**src/rtl/serial_subtractor_ctrl_pkg.sv**
```systemverilog
// Shared types for the bit-serial subtractor: FSM state encoding and the
// counter width helper.
package serial_sub_pkg;

    localparam logic [1:0] ENC_IDLE = 2'b00;
    localparam logic [1:0] ENC_DONE = 2'b10;

    typedef enum logic [1:0] {
        IDLE  = ENC_IDLE,
        SHIFT = 2'b01,
        DONE  = ENC_DONE
    } state_t;

    // Bit-position counter width; never narrower than one bit.
    function automatic int cnt_width(input int width);
        return (width <= 2) ? 1 : $clog2(width);
    endfunction

endpackage

```
**src/rtl/serial_subtractor_ctrl_if.sv**
```systemverilog
// Start/done handshake and operand/result bus between the issuing
// controller (master) and the serial subtractor (slave).
interface serial_subtractor_ctrl_if #(
    parameter int WIDTH = 8
);
    logic             start;
    logic [WIDTH-1:0] a;
    logic [WIDTH-1:0] b;
    logic             bin;
    logic             busy;
    logic             done;
    logic [WIDTH-1:0] diff;
    logic             bout;
    logic             ovf;

    modport master (
        output start, a, b, bin,
        input  busy, done, diff, bout, ovf
    );

    modport slave (
        input  start, a, b, bin,
        output busy, done, diff, bout, ovf
    );
endinterface

```
**src/rtl/serial_subtractor_ctrl_fs_bit_cell.sv**
```systemverilog
// Combinational 1-bit full subtractor: d = a - b - bi, bo = borrow out.
module fs_bit_cell (
    input  logic a,
    input  logic b,
    input  logic bi,
    output logic d,
    output logic bo
);
    assign d  = a ^ b ^ bi;
    assign bo = (~a & b) | (~(a ^ b) & bi);
endmodule

```
**src/rtl/serial_subtractor_ctrl.sv**
```systemverilog
// Bit-serial WIDTH-bit subtractor. One full-subtractor cell is walked over
// the operands LSB first with a registered borrow chain; result is ready
// WIDTH cycles after the accepting edge.
// Optional feature macro: SERIAL_SUB_OVF_EN (signed overflow flag).
//
// state | meaning
// IDLE  | waiting for start
// SHIFT | one operand bit processed per cycle, busy=1
// DONE  | one-cycle done pulse; start here launches the next op at once
module serial_subtractor_ctrl
    import serial_sub_pkg::*;
#(
    parameter int WIDTH = 8
) (
    input  logic                     clk,
    input  logic                     rst_n,
    serial_subtractor_ctrl_if.slave  bus
);
    localparam int            CW   = cnt_width(WIDTH);
    localparam logic [CW-1:0] LAST = CW'(WIDTH - 1);

    state_t           state, state_nx;
    logic [CW-1:0]    cnt;
    logic [WIDTH-1:0] sh_a, sh_b, res;
    logic [WIDTH-1:0] diff_q;
    logic             br, bout_q;
    logic             d_bit, bo_bit;
    logic             load, shift_en, finish;

    fs_bit_cell u_cell (
        .a  (sh_a[0]),
        .b  (sh_b[0]),
        .bi (br),
        .d  (d_bit),
        .bo (bo_bit)
    );

    // State register
    always_ff @(posedge clk or negedge rst_n) begin
        if (!rst_n) state <= IDLE;
        else        state <= state_nx;
    end

    // Next state and datapath strobes; start is only looked at in IDLE/DONE
    always_comb begin
        state_nx = IDLE;
        load     = 1'b0;
        shift_en = 1'b0;
        finish   = 1'b0;
        case (state)
            IDLE, DONE: begin
                if (bus.start) begin
                    load     = 1'b1;
                    state_nx = SHIFT;
                end else begin
                    state_nx = IDLE;
                end
            end
            SHIFT: begin
                shift_en = 1'b1;
                if (cnt == LAST) begin
                    finish   = 1'b1;
                    state_nx = DONE;
                end else begin
                    state_nx = SHIFT;
                end
            end
            default: state_nx = IDLE;
        endcase
    end

    // Operand capture, bit-serial shifting and borrow chain
    always_ff @(posedge clk or negedge rst_n) begin
        if (!rst_n) begin
            sh_a <= '0;
            sh_b <= '0;
            res  <= '0;
            br   <= 1'b0;
            cnt  <= '0;
        end else if (load) begin
            sh_a <= bus.a;
            sh_b <= bus.b;
            br   <= bus.bin;
            cnt  <= '0;
        end else if (shift_en) begin
            sh_a <= sh_a >> 1;
            sh_b <= sh_b >> 1;
            br   <= bo_bit;
            res  <= {d_bit, res[WIDTH-1:1]};
            // Hold at the last position instead of wrapping past WIDTH-1
            if (!finish) cnt <= cnt + 1'b1;
        end
    end

    // Result registers only change on entry to DONE
    always_ff @(posedge clk or negedge rst_n) begin
        if (!rst_n) begin
            diff_q <= '0;
            bout_q <= 1'b0;
        end else if (finish) begin
            diff_q <= {d_bit, res[WIDTH-1:1]};
            bout_q <= bo_bit;
        end
    end

`ifdef SERIAL_SUB_OVF_EN
    logic ovf_q;

    // On the final bit br is the borrow into the MSB; overflow when it
    // differs from the borrow out of the MSB
    always_ff @(posedge clk or negedge rst_n) begin
        if (!rst_n)      ovf_q <= 1'b0;
        else if (finish) ovf_q <= br ^ bo_bit;
    end

    assign bus.ovf = ovf_q;
`else
    assign bus.ovf = 1'b0;
`endif

    assign bus.busy = (state == SHIFT);
    assign bus.done = (state == DONE);
    assign bus.diff = diff_q;
    assign bus.bout = bout_q;

endmodule

```
**src/flat_wrapper.sv**
```systemverilog
// flat-port wrapper written by rule: the top's interface ports become plain ports
module serial_subtractor_ctrl_flat import serial_sub_pkg::*;
#(
    parameter int WIDTH = 8
)
  (clk, rst_n, bus_start, bus_a, bus_b, bus_bin, bus_busy, bus_done, bus_diff, bus_bout, bus_ovf);
  serial_subtractor_ctrl_if #(.WIDTH(WIDTH)) bus_i ();
  input  logic clk;
  input  logic rst_n;
  input wire logic [$bits(bus_i.start)-1:0] bus_start;
  input wire logic [$bits(bus_i.a)-1:0] bus_a;
  input wire logic [$bits(bus_i.b)-1:0] bus_b;
  input wire logic [$bits(bus_i.bin)-1:0] bus_bin;
  output wire logic [$bits(bus_i.busy)-1:0] bus_busy;
  output wire logic [$bits(bus_i.done)-1:0] bus_done;
  output wire logic [$bits(bus_i.diff)-1:0] bus_diff;
  output wire logic [$bits(bus_i.bout)-1:0] bus_bout;
  output wire logic [$bits(bus_i.ovf)-1:0] bus_ovf;
  assign bus_i.start = bus_start;
  assign bus_i.a = bus_a;
  assign bus_i.b = bus_b;
  assign bus_i.bin = bus_bin;
  assign bus_busy = bus_i.busy;
  assign bus_done = bus_i.done;
  assign bus_diff = bus_i.diff;
  assign bus_bout = bus_i.bout;
  assign bus_ovf = bus_i.ovf;
  serial_subtractor_ctrl #(.WIDTH(WIDTH)) u_core (.clk(clk), .rst_n(rst_n), .bus(bus_i));
endmodule
```
**config.mk**
```make
export PLATFORM = sky130hd
export DESIGN_NAME = serial_subtractor_ctrl_flat
export DESIGN_NICKNAME = d
export VERILOG_FILES = /design/src/rtl/serial_subtractor_ctrl_pkg.sv /design/src/rtl/serial_subtractor_ctrl_if.sv /design/src/rtl/serial_subtractor_ctrl_fs_bit_cell.sv /design/src/rtl/serial_subtractor_ctrl.sv /design/src/flat_wrapper.sv
export SDC_FILE = /design/constraint.sdc
export NUM_CORES = 1
export LEC_CHECK = 0
export ABC_CLOCK_PERIOD_IN_PS = 2410
export CAP_MARGIN = 20
export CORE_MARGIN = 2
export CORE_UTILIZATION = 55
export DETAILED_ROUTE_END_ITERATION = 10
export PLACE_DENSITY_LB_ADDON = 0.2
export SYNTH_ARGS = -nofsm -noshare
export SYNTH_HDL_FRONTEND = slang
export SYNTH_SLANG_ARGS = --single-unit
```
**constraint.sdc**
```tcl
create_clock -name clk -period 2.41 [get_ports clk]
set_input_delay 0.6025 -clock clk [delete_from_list [all_inputs] [get_ports clk]]
set_output_delay 0.6025 -clock clk [all_outputs]
set_load 0.01 [all_outputs]
```
==> reports/qor.yml <==
status: "complete, no violations"
pin_count: 32
drc_errors: 0
gr-total-overflow: 0
cts_root_buf: "clkbuf_4"
fp.dieW_microns: 60.0
layout_min_cycle_time_ps: 2190
worst_ep_arrival_time_ps: 1590
crit_path_max_fanout: 8
synthTopCellsByArea: "dfrtp_1 55%, mux2_4 6.1%, nand2_1 5.9%, a21oi_1 4.4%, o22ai_1 4.4%"
place_ws_ps: 596
hold_class: "in -> async"
dr.max_layer_used: "met4"
yosysTopAreaCell: "dfrtp_1"
synthFlopType: "dfrtp_1"
dp_hpwl_mm: 2.18
core_area_sq_mm: 0.00303
vias: 1240
drive_gt1_share_pct: 13.6
final_antenna_net_count: 0
fin_ws_ps: 221
die_h_microns: 60.0
area_growth_pct: 21.2
cts.clk_slew.worst_paths_ps: 110
dr.first_iter.drc_count: 59
first_pass_iters: 4
setup_viol: 0
worst_pin_slew_ps: 824
avgSynthCellArea_sq_um: 10.8
pwr_density_cell_mw_per_mm2: 1220
crit_type: "reg -> out"
ir_drop_uv: 679
synth_nets: 182
synthArstFlopShare_pct: 100
initial_core_util_pct: 56.9
cts_sinks: 38
cts_resized: 0
max_freq_mhz: 457
cts_setup_buffers: 0
finalSetupTns_ps: 0
met1Wirelength_mm: 1.48
finalHoldViolCount: 0
slew_violations: 0
synth_warnings: 0
synth_area_sq_mm: 0.00172
ys_seq_area_share_pct: 55.2
hold_buffers: 0
cts_tree: "built"
wl_met2_mm: 1.48
cellLeakagePower_uw: 0.00103
fin_worst_skew_ps: 4.39
max_slew_margin_pct: 45.1
dp_cells: 227
ys_types: 29
cap_viol_max_count: 0
syn_inst: 159
wl_per_cell_microns: 13.5
startpoint_type: "register"
htreeDepth: 2
place.gp.congestion: 0.755
finalWirelength_mm: 3.18
final_cells: 235
synth_top_area_share_pct: 55.2
ys_top_cells_by_count: "38 x dfrtp_1, 27 x nand2_1, 16 x inv_1, 15 x a21oi_1, 12 x o22ai_1"
whs_ps: 339
grt_pass1_wl_mm: 5.49
clockBufferDepth: 2
dieArea_sq_mm: 0.00360
viasPerCell: 5.28
clkLatencyLatePin_ps: 340
rsz0062_at_grt: "no"
synthMostInstantiatedCell: "dfrtp_1"
crit_path_end_kind: "primary output"
num_rows: 20
antenna_found_initial: 0
finalCritPeriodShare_pct: 90.8
grt_pass1_vias: 1279
grt_start_max_net_pins: 39
ys_ff_latch: 38
antenna_cells: 0
met3_length_microns: 174
cts_buffers: 5
grtUsageTotal_pct: 20.7
fin_nets: 213
port_buffers: 30
synth_edf_count: 0
worst_ep_required_time_ps: 1810
==> state kept, by name, summed over array words and instances, names as in the netlist <==
register / count
u_core.sh_a: 8
u_core.sh_b: 8
u_core.bus.bout: 1
u_core.cnt: 3
u_core.bus.diff: 8
u_core.res: 7
u_core.br: 1
u_core.state: 2
==> where the power goes <==
group | switching (uW) | internal [uW] | total (uW)
Clock | 215 | 140 | 356
Combinational | 520 | 554 | 1070
Sequential | 186 | 927 | 1110
==> kinds of logic after synthesis <==
| logic type | count (synthesis) | share of synthesized area, % |
|---|---|---|
| DFF | 38 | 55.2 |
| buffers and inverters | 27 | 8.27 |
| other | 1 | 0.217 |
| muxes | 12 | 9.14 |
| adders and majority gates | 3 | 2.61 |
| AOI/OAI and AO/OA | 37 | 12.7 |
| and+or+nand+nor | 41 | 11.9 |
==> cells in the final DEF (no fill, tap or decap), types with 3 or more instances in the layout <==
master           instances
o22ai_1                 12
dfrtp_1                 38
nand2_1                 27
a21oi_1                 15
mux2i_1                  3
a211oi_1                 3
mux2_4                   7
buf_4                    4
nand3_1                  4
clkdlybuf4s50_1         29
inv_1                   16
clkbuf_4                 5
nor2b_1                  4
==> per-layer routing <==
layer / GRT usage [%] / up-vias
li1: - / 591
met1: 26.2 / 602
met2: 33.9 / 40
met3: 5.84 / 7
met4: 7.62 / 0
met5: 0 / -
==> path summary, 6_finish.rpt <==
kind,from,end,slack [ps],depth (start not counted)
max,u_core.state[1],bus_busy,220,3
min in group clk,u_core.res[1],u_core.res[1],500,2
min,rst_n,u_core.sh_b[5],340,1
max in group asynchronous,rst_n,u_core.res[4],1560,1
max reg2reg,u_core.cnt[0],u_core.cnt[0],830,5
min reg2reg,u_core.res[1],u_core.res[1],500,2
==> worst max-delay path, cell delays in order (launching register included) <==
cell and delay [ps]:
dfrtp_1 390, nand2b_1 170, inv_2 130, clkdlybuf4s50_1 550
==> final cells by class <==
cell class | instances | area [sq um]
Fill cell | 234 | 938
Clock inverter | 2 | 12.5
Clock buffer | 6 | 51.3
Timing Repair Buffer | 34 | 325
Inverter | 17 | 63.8
Sequential cell | 38 | 951
Tap cell | 44 | 55.1
Multi-Input combinational cell | 94 | 631
==> stage by stage <==
step           power, uW  util [%]  instance area [sq um]
6_report            2540      69.0                   2090
5_1_grt             2740      69.0                   2090
4_1_cts             2560      69.0                   2090
3_5_place_dp        2200      66.9                   2030
3_3_place_gp        2140      66.9                   2030
2_1_floorplan       1840         -                   1720
(Power assumes the default switching activity.)
